===== src/rtl/multi_pulse_generator_if.sv =====
// Control/status bundle for multi_pulse_generator. The slave side is the generator
// and the master side is the block that drives triggers and configuration.
interface multi_pulse_generator_if #(
  parameter int CHANNELS = 4,
  parameter int CNT_W    = 8
);
  logic                            en_i;
  logic [CHANNELS-1:0]             trigger_i;
  logic [CHANNELS-1:0]             retrig_i;
  logic [CHANNELS-1:0][CNT_W-1:0]  cfg_width_i;
  logic [CHANNELS-1:0]             clear_overrun_i;
  logic [CHANNELS-1:0]             pulse_o;
  logic [CHANNELS-1:0]             busy_o;
  logic [CHANNELS-1:0]             overrun_o;

  modport master (
    output en_i, trigger_i, retrig_i, cfg_width_i, clear_overrun_i,
    input  pulse_o, busy_o, overrun_o
  );

  modport slave (
    input  en_i, trigger_i, retrig_i, cfg_width_i, clear_overrun_i,
    output pulse_o, busy_o, overrun_o
  );
endinterface


===== src/rtl/multi_pulse_generator.sv =====
// Multi-channel edge-triggered pulse generator with retrigger, post-pulse hold-off and
// sticky overrun. Define PULSE_GEN_SYNC_EN to add a 2-flop trigger synchroniser per lane.
module mpg_lane #(
  parameter int CNT_W = 8,
  parameter int GAP   = 0
) (
  input  logic             clk,
  input  logic             rst_n,
  input  logic             en_i,
  input  logic             trig_i,
  input  logic             retrig_i,
  input  logic [CNT_W-1:0] width_i,
  input  logic             clr_i,
  output logic             pulse_o,
  output logic             busy_o,
  output logic             overrun_o
);
  typedef enum logic [1:0] {S_IDLE, S_ACTIVE, S_GAP} state_t;

  localparam logic [CNT_W-1:0] ONE   = CNT_W'(1);
  localparam logic [CNT_W-1:0] GAP_C = CNT_W'(GAP);

  logic             trig_s, trig_q, rise, drop;
  state_t           state_q;
  logic [CNT_W-1:0] cnt_q, gcnt_q;
  logic             pulse_q, busy_q, ovr_q;

`ifdef PULSE_GEN_SYNC_EN
  logic [1:0] sync_q;
  always_ff @(posedge clk or negedge rst_n)
    if (!rst_n) sync_q <= 2'b11;
    else        sync_q <= {sync_q[0], trig_i};
  assign trig_s = sync_q[1];
`else
  assign trig_s = trig_i;
`endif

  // trig_q resets high so a level already high at reset release is not an edge
  always_ff @(posedge clk or negedge rst_n)
    if (!rst_n) trig_q <= 1'b1;
    else        trig_q <= trig_s;

  assign rise = trig_s & ~trig_q;
  assign drop = en_i & rise & (((state_q == S_ACTIVE) & ~retrig_i) | (state_q == S_GAP));

  always_ff @(posedge clk or negedge rst_n) begin
    if (!rst_n) begin
      state_q <= S_IDLE;
      cnt_q   <= '0;
      gcnt_q  <= '0;
      pulse_q <= 1'b0;
      busy_q  <= 1'b0;
    end else if (!en_i) begin
      state_q <= S_IDLE;
      cnt_q   <= '0;
      gcnt_q  <= '0;
      pulse_q <= 1'b0;
      busy_q  <= 1'b0;
    end else begin
      case (state_q)
        S_IDLE: begin
          if (rise && width_i != '0) begin
            state_q <= S_ACTIVE;
            cnt_q   <= width_i;
            pulse_q <= 1'b1;
            busy_q  <= 1'b1;
          end
        end
        S_ACTIVE: begin
          // a reload on the terminal count wins, so the pulse extends without a gap
          if (rise && retrig_i) begin
            cnt_q <= (width_i == '0) ? ONE : width_i;
          end else if (cnt_q == ONE) begin
            cnt_q   <= '0;
            pulse_q <= 1'b0;
            if (GAP > 0) begin
              state_q <= S_GAP;
              gcnt_q  <= GAP_C;
            end else begin
              state_q <= S_IDLE;
              busy_q  <= 1'b0;
            end
          end else begin
            cnt_q <= cnt_q - ONE;
          end
        end
        S_GAP: begin
          if (gcnt_q == ONE) begin
            state_q <= S_IDLE;
            gcnt_q  <= '0;
            busy_q  <= 1'b0;
          end else begin
            gcnt_q <= gcnt_q - ONE;
          end
        end
        default: begin
          state_q <= S_IDLE;
          cnt_q   <= '0;
          gcnt_q  <= '0;
          pulse_q <= 1'b0;
          busy_q  <= 1'b0;
        end
      endcase
    end
  end

  // set beats clear; en does not gate clearing
  always_ff @(posedge clk or negedge rst_n)
    if (!rst_n) ovr_q <= 1'b0;
    else        ovr_q <= drop | (ovr_q & ~clr_i);

  assign pulse_o   = pulse_q;
  assign busy_o    = busy_q;
  assign overrun_o = ovr_q;
endmodule

module multi_pulse_generator #(
  parameter int CHANNELS = 4,
  parameter int CNT_W    = 8,
  parameter int GAP      = 0
) (
  input  logic clk,
  input  logic rst_n,
  multi_pulse_generator_if.slave bus
);
  logic [CHANNELS-1:0] pulse, busy, ovr;

  for (genvar g = 0; g < CHANNELS; g++) begin : g_lane
    mpg_lane #(.CNT_W(CNT_W), .GAP(GAP)) u_lane (
      .clk       (clk),
      .rst_n     (rst_n),
      .en_i      (bus.en_i),
      .trig_i    (bus.trigger_i[g]),
      .retrig_i  (bus.retrig_i[g]),
      .width_i   (bus.cfg_width_i[g]),
      .clr_i     (bus.clear_overrun_i[g]),
      .pulse_o   (pulse[g]),
      .busy_o    (busy[g]),
      .overrun_o (ovr[g])
    );
  end

  assign bus.pulse_o   = pulse;
  assign bus.busy_o    = busy;
  assign bus.overrun_o = ovr;
endmodule


===== src/flat_wrapper.sv =====
// flat-port wrapper written by rule: the top's interface ports become plain ports
module multi_pulse_generator_flat 
#(
  parameter int CHANNELS = 4,
  parameter int CNT_W    = 8,
  parameter int GAP      = 0
)
  (clk, rst_n, bus_en_i, bus_trigger_i, bus_retrig_i, bus_cfg_width_i, bus_clear_overrun_i, bus_pulse_o, bus_busy_o, bus_overrun_o);
  multi_pulse_generator_if #(.CHANNELS(CHANNELS), .CNT_W(CNT_W)) bus_i ();
  input  logic clk;
  input  logic rst_n;
  input wire logic [$bits(bus_i.en_i)-1:0] bus_en_i;
  input wire logic [$bits(bus_i.trigger_i)-1:0] bus_trigger_i;
  input wire logic [$bits(bus_i.retrig_i)-1:0] bus_retrig_i;
  input wire logic [$bits(bus_i.cfg_width_i)-1:0] bus_cfg_width_i;
  input wire logic [$bits(bus_i.clear_overrun_i)-1:0] bus_clear_overrun_i;
  output wire logic [$bits(bus_i.pulse_o)-1:0] bus_pulse_o;
  output wire logic [$bits(bus_i.busy_o)-1:0] bus_busy_o;
  output wire logic [$bits(bus_i.overrun_o)-1:0] bus_overrun_o;
  assign bus_i.en_i = bus_en_i;
  assign bus_i.trigger_i = bus_trigger_i;
  assign bus_i.retrig_i = bus_retrig_i;
  assign bus_i.cfg_width_i = bus_cfg_width_i;
  assign bus_i.clear_overrun_i = bus_clear_overrun_i;
  assign bus_pulse_o = bus_i.pulse_o;
  assign bus_busy_o = bus_i.busy_o;
  assign bus_overrun_o = bus_i.overrun_o;
  multi_pulse_generator #(.CHANNELS(CHANNELS), .CNT_W(CNT_W), .GAP(GAP)) u_core (.clk(clk), .rst_n(rst_n), .bus(bus_i));
endmodule

===== config.mk =====
export PLATFORM = sky130hd
export DESIGN_NAME = multi_pulse_generator_flat
export DESIGN_NICKNAME = d
export VERILOG_FILES = /design/src/rtl/multi_pulse_generator_if.sv /design/src/rtl/multi_pulse_generator.sv /design/src/flat_wrapper.sv
export SDC_FILE = /design/constraint.sdc
export NUM_CORES = 1
export LEC_CHECK = 0
export ABC_CLOCK_PERIOD_IN_PS = 1950
export CAP_MARGIN = 20
export CORE_MARGIN = 3
export CORE_UTILIZATION = 35
export DETAILED_ROUTE_END_ITERATION = 8
export HOLD_SLACK_MARGIN = 0.15
export PLACE_DENSITY = 0.57
export SLEW_MARGIN = 30
export SYNTH_ARGS = -nofsm -noshare
export SYNTH_HDL_FRONTEND = slang
export SYNTH_SLANG_ARGS = --single-unit

===== constraint.sdc =====
create_clock -name clk -period 1.95 [get_ports clk]
set_input_delay 0.585 -clock clk [delete_from_list [all_inputs] [get_ports clk]]
set_output_delay 0.585 -clock clk [all_outputs]
set_load 0.05 [all_outputs]

==> qor.yml, run 1 <==
antenna_cells: 0
maxSlewViolCount: 0
grt_overflow: 0
cts-root-buf: "clkbuf_8"
chipHeight_um: 99.0
layout.nets: 532
syn_nets: 394
power_uw: 2920
synth_seq_area_share: 0.365
clock-sinks: 44
rsz0062_at_grt: "true"
cts.clk_slew.worst_paths_ns: 0.10
yosysWarnings: 0
place_inst: 572
fin_skew_ns: 0.00915
worstPathBufferInverterCount: 2
tightest_slew_ns: 0.557
port_buffers: 58
run_status: "finished clean"
period_needed_ns: 1.87
vias: 3338
drtAntennaViolNets: 0
drv_cap: 0
max_freq_ghz: 0.536
cts_hold_buf: 0
postSynthCellCount: 339
worstSkewPairLatency_ns: 0.30
crit_chain: "clkdlybuf4s50_1, nor4_4, buf_4, a21o_1, nand2_1, o32ai_1"
dp_hpwl_um: 7130
final_util: 0.558
core_um2: 8300
critPathArrivalTime_ns: 2.07
syn_avg_cell_area_um2: 8.94
grt_pass1_wl_um: 15700
r2r-end: "u_core.g_lane[3].u_lane.cnt_q[7]"
start_util: 0.365
leakagePower_uw: 0.00194
async_flop_share: 1.00
cts_buffers: 5
drive_above_1_share: 0.303
syn_area_um2: 3030
antenna_found_initial: 0
rows: 33
cts_tree: "done"
slowest_delay_ns: 0.46
dieArea_um2: 9810
reg2reg_slack_ns: 0.12
die_w_um: 99.0
fin_crit_sh: 0.957
wirelength_um: 9520
grt_pass1_vias: 3246
critPathKind: "primary input to flip-flop"
wl_per_cell_um: 16.3
r2r_start: "u_core.g_lane[3].u_lane.cnt_q[4]"
final_common_cell: "buf_4"
synth_cell_types: 51
grt_start_max_net_pins: 18
synth_edf_count: 0
pin_count: 59
setup_viol: 0
area_growth_pct: 52.8
hold_class: "primary input to asynchronous set/reset pin"
slew_headroom: 0.628
drtIter0Drc: 133
hold_viol: 0
powerDensity_nw_per_um2: 630
critPathRequiredTime_ns: 2.16
fillCellCount: 751
drt_drc_violations_left: 0
final_cell_mix: "96 x buf_4, 44 x clkdlybuf4s50_1, 39 x dfrtp_1"
finalNonFillerCells: 583
grt_use_total: 0.193
dr.pass1.iters: 5
ys_ff_latch: 44
path_max_fanout: 4
fin_ws_ns: 0.0837
start_kind: "primary input"
synth_top_flop_cell: "dfrtp_1"
critPathTopFamily: "buffers and inverters"
crit_path_top_delay_cell: "clkdlybuf4s50_1"
crit_path_end_kind: "flip-flop"
cts_buffer_depth: 2
placed_area_um2: 4370
rr_worst_depth: 4
design_area_um2: 4630
via_per_inst: 5.73
ir_worst_vdd_mv: 0.309
htreeDepth: 2
place_congestion: 0.910
preCtsSetupSlack_ns: -0.351
-- cells in the mapped netlist, drive strengths merged, types with 8 or more instances --
master	n	area, um^2
nor4	12	75.1
a311oi	9	78.8
o2bb2ai	16	140
o221ai	10	87.6
dfrtp	40	1000
o21ai	13	65.1
nor3	14	70.1
nor2	16	60.1
buf	13	101
ha	8	100
nand2b	11	68.8
a21oi	16	80.1
nand2	21	78.8
inv	22	82.6
o22ai	8	50.1
a211oi	8	60.1
-- power breakdown --
part / total, uW / switching, uW / internal [uW]
registers: 1130 / 128 / 999
logic: 1170 / 575 / 594
clock network: 623 / 334 / 289
-- kinds of logic (layout without fill, tap and decap cells) --
family          after synthesis  after routing  share of synthesized area
simple gates                115            115                      0.210
compound gates              118            118                      0.288
mux                           3              3                    0.00991
xor+xnor                      8              8                     0.0231
buf+inv                      43            182                     0.0706
flops                        44             44                      0.365
fa+ha+maj                     8              8                     0.0330
-- routing by layer --
metal  wire [um]  track usage  share of wire  vias up
met3         504       0.0248          0.053        9
met1        4330        0.271           0.45     1635
met4          89       0.0378         0.0093        0
li1            -            -              -     1581
met2        4600        0.320           0.48      113
met5           0            0              0        -
-- sequential cells by signal (all words and copies together) (netlist names) --
signal                          count
u_core.g_lane.u_lane.cnt_q         32
u_core.g_lane.u_lane.trig_q         4
u_core.g_lane.u_lane.pulse_o        4
u_core.g_lane.u_lane.overrun_o      4
-- worst max-delay path by stage --
| stage | slack (ns) | depth (start not counted) | end | start |
|---|---|---|---|---|
| 3_5_place_dp | -0.35 | 7 | u_core.g_lane[3].u_lane.cnt_q[5] | bus_cfg_width_i[28] |
| 5_1_grt | -0.001 | 6 | u_core.g_lane[0].u_lane.cnt_q[3] | u_core.g_lane[0].u_lane.cnt_q[0] |
| 2_1_floorplan | 0.19 | 4 | u_core.g_lane[1].u_lane.cnt_q[2] | bus_cfg_width_i[11] |
| 4_1_cts | 0.004 | 6 | u_core.g_lane[3].u_lane.cnt_q[5] | bus_cfg_width_i[30] |
| 6_report | 0.08 | 6 | u_core.g_lane[2].u_lane.cnt_q[7] | bus_cfg_width_i[18] |
| 3_3_place_gp | -0.32 | 7 | u_core.g_lane[3].u_lane.cnt_q[2] | bus_cfg_width_i[31] |
-- stage by stage --
step | setup TNS (ns) | hold slack, ns
floorplan | 0 | 0.289
global placement | -9.08 | 0.507
detailed placement | -8.78 | 0.512
CTS | 0 | 0.233
global route | -0.00113 | 0.243
finish | 0 | 0.219
-- final cells by class --
class / instances / area [um^2] / area share
Inverter: 23 / 86.3 / 0.0186
Clock inverter: 1 / 7.51 / 0.00162
Tap cell: 105 / 131 / 0.0284
Multi-Input combinational cell: 252 / 1850 / 0.400
Clock buffer: 7 / 86.3 / 0.0186
Sequential cell: 44 / 1110 / 0.239
Timing Repair Buffer: 151 / 1360 / 0.294
-- what timing repair did --
action                                  CTS  global route
gates resized for setup                   4            23
pin swaps                                 0             4
endpoints found under the setup margin    7            26
gates cloned                              0             0
setup buffers                             0             3
No activity file was read; power rests on OpenSTA's default activity.
==> inputs of run 2 (changes only) <==
- ABC_CLOCK_PERIOD_IN_PS: 1950 -> default
==> results of run 2 <==
No change in the layout: final DEF, timing and power equal those of run 1.
==> inputs of run 3 (changes only) <==
- CORE_MARGIN: 3 -> 2
- CTS_CLUSTER_DIAMETER: default -> 60
- clock period: 1.95 -> 2.3 ns (I/O delays scaled with it)
==> run 3 against run 2 <==
  * Setup slack better by 0.043 ns
  * Core utilization is 7.2 points lower
  * Hold slack better by 0.24 ns
  * Via count is 7.0% lower
  * Flip-flop and latch count stayed put
  * Clock-buffer cell count is 2 lower
  * Wire length is 8.8% lower
  * Power is 18% lower
  * Sequential power is 15% lower
  * Register-to-register slack better by 0.25 ns
  * Global-route usage is 0.69 points lower
  * Sequential share of layout area is 3.5 points higher
  * Highest routed layer unchanged
==> qor.yml, run 3 (same netlist as run 1, synthesis figures left out) <==
crit_path_end_kind: "primary output"
path_max_fanout: 2  # -2
maxSlewViolCount: 0  # unchanged
setup_viol: 0  # unchanged
start_util: 0.365  # unchanged
cts.clk_slew.worst_paths_ns: 0.10  # about the same
wl_per_cell_um: 16.3  # -0.46%
critPathKind: "flip-flop to primary output"
antenna_cells: 0  # unchanged
final_common_cell: "buf_4"
period_needed_ns: 2.17
fin_tns_setup_ns: 0  # unchanged
fin_crit_sh: 0.945
via_per_inst: 5.81  # +1.6%
cts_buffer_depth: 2  # unchanged
core_um2: 8300  # unchanged
powerDensity_nw_per_um2: 594  # -5.7%
antenna_found_initial: 0  # unchanged
dr.pass1.iters: 4  # -1
cts_buffers: 5  # unchanged
ir_worst_vdd_mv: 0.260  # -16%
largest_reg_flops: 32  # unchanged
final_cell_mix: "52 x buf_4, 49 x clkdlybuf4s50_1, 40 x dfrtp_1"
max_flop_register: "u_core.g_lane.u_lane.cnt_q"
chipHeight_um: 97.0  # -2.0%
area_growth_pct: 33.2
grt_overflow: 0  # unchanged
tightest_slew_ns: 0.748  # +0.190 ns
grt_pass1_wl_um: 14700  # -6.7%
grt_use_total: 0.186  # -0.00690
cts-root-buf: "clkbuf_8"
post_cts_buffers: 0  # unchanged
run_status: "finished clean"
slowest_delay_ns: 0.81  # +0.35 ns
dp_hpwl_um: 6510  # -8.6%
drtIter0Drc: 101  # -24%
pin_count: 59  # unchanged
worstPathBufferInverterCount: 1  # -1
rows: 33  # unchanged
start_kind: "flip-flop"
grt_pass1_vias: 3028  # -6.7%
rsz0062_at_grt: "false"
drt_drc_violations_left: 0  # unchanged
worstSkewPairLatency_ns: 0.30  # about the same
critPathArrivalTime_ns: 1.48  # -0.59 ns
dieArea_um2: 9410  # -4.0%
fillCellCount: 786  # +4.7%
critPathTopFamily: "buffers and inverters"
port_buffers: 58  # unchanged
hold_class: "primary input to asynchronous set/reset pin"
place_congestion: 0.862  # -5.4%
layout.nets: 483  # -9.2%
cts_hold_buf: 0  # unchanged
hold_viol: 0  # unchanged
drtAntennaViolNets: 0  # unchanged
cts_resized: 0  # -4
crit_path_top_delay_cell: "clkdlybuf4s50_1"
slew_headroom: 0.502  # -0.127
grt_start_max_net_pins: 45  # +27
die_w_um: 97.0  # -2.0%
drv_cap: 0  # unchanged
clock-sinks: 44  # unchanged
htreeDepth: 2  # unchanged
max_freq_ghz: 0.460
leakagePower_uw: 0.00165  # -15%
fin_ws_ns: 0.127  # +0.0432 ns
cts_tree: "done"
wirelength_um: 8680  # -8.8%
fin_skew_ns: 0.00539  # -0.00376 ns
critPathRequiredTime_ns: 1.61  # -0.55 ns
preCtsSetupSlack_ns: -0.143  # +0.208 ns
vias: 3105  # -7.0%
crit_chain: "clkdlybuf4s50_1"
drive_above_1_share: 0.166  # -0.138
==> run 3: stage by stage <==
stage	utilization	hold slack (ns)	cell area [um^2]	total power, uW	instances
final	0.486	0.464	4030	2400	534
after global routing	0.486	0.508	4030	2550	534
after CTS	0.486	0.481	4030	2410	534
after detailed placement	0.472	0.508	3920	1770	526
after global placement	0.472	0.503	3920	1760	526
after floorplan	-	0.394	3030	1450	339
==> run 3: area by class of cell <==
class	count	area (um^2)	share of cell area
clock buffers	5	68.8	0.0171
clock inverters	3	46.3	0.0115
inverters	23	86.3	0.0214
multi-input cells	252	1710	0.424
flip-flops and latches	44	1110	0.274
well taps	105	131	0.0326
repair buffers	102	886	0.220
==> run 3: per-layer routing <==
metal  vias up  wire length (um)  global-route usage
met5         -                 0                   0
met4         0               121              0.0520
met3         9               545              0.0347
met2       105              4060               0.308
met1      1504              3950               0.249
li1       1487                 -                   -
==> run 3: worst paths after layout <==
kind / start / endpoint / slack, ns / depth (start not counted)
min in group clk: u_core.g_lane[0].u_lane.overrun_o / u_core.g_lane[0].u_lane.overrun_o / 0.53 / 2
worst max register to register: u_core.g_lane[0].u_lane.cnt_q[3] / u_core.g_lane[0].u_lane.cnt_q[3] / 0.37 / 4
worst max-delay path: u_core.g_lane[0].u_lane.overrun_o / bus_overrun_o[0] / 0.13 / 1
worst min register to register: u_core.g_lane[0].u_lane.overrun_o / u_core.g_lane[0].u_lane.overrun_o / 0.53 / 2
max in group asynchronous: rst_n / u_core.g_lane[0].u_lane.overrun_o / 1.44 / 2
worst min-delay path: rst_n / u_core.g_lane[3].u_lane.overrun_o / 0.46 / 2
==> run 3: power by group <==
group / total [uW] / switching, uW / internal [uW] / leakage (uW)
clock: 632 / 305 / 328 / 0.0000548
combinational: 810 / 428 / 382 / 0.00102
sequential: 955 / 109 / 847 / 0.000575
total: 2400 / 841 / 1560 / 0.00165
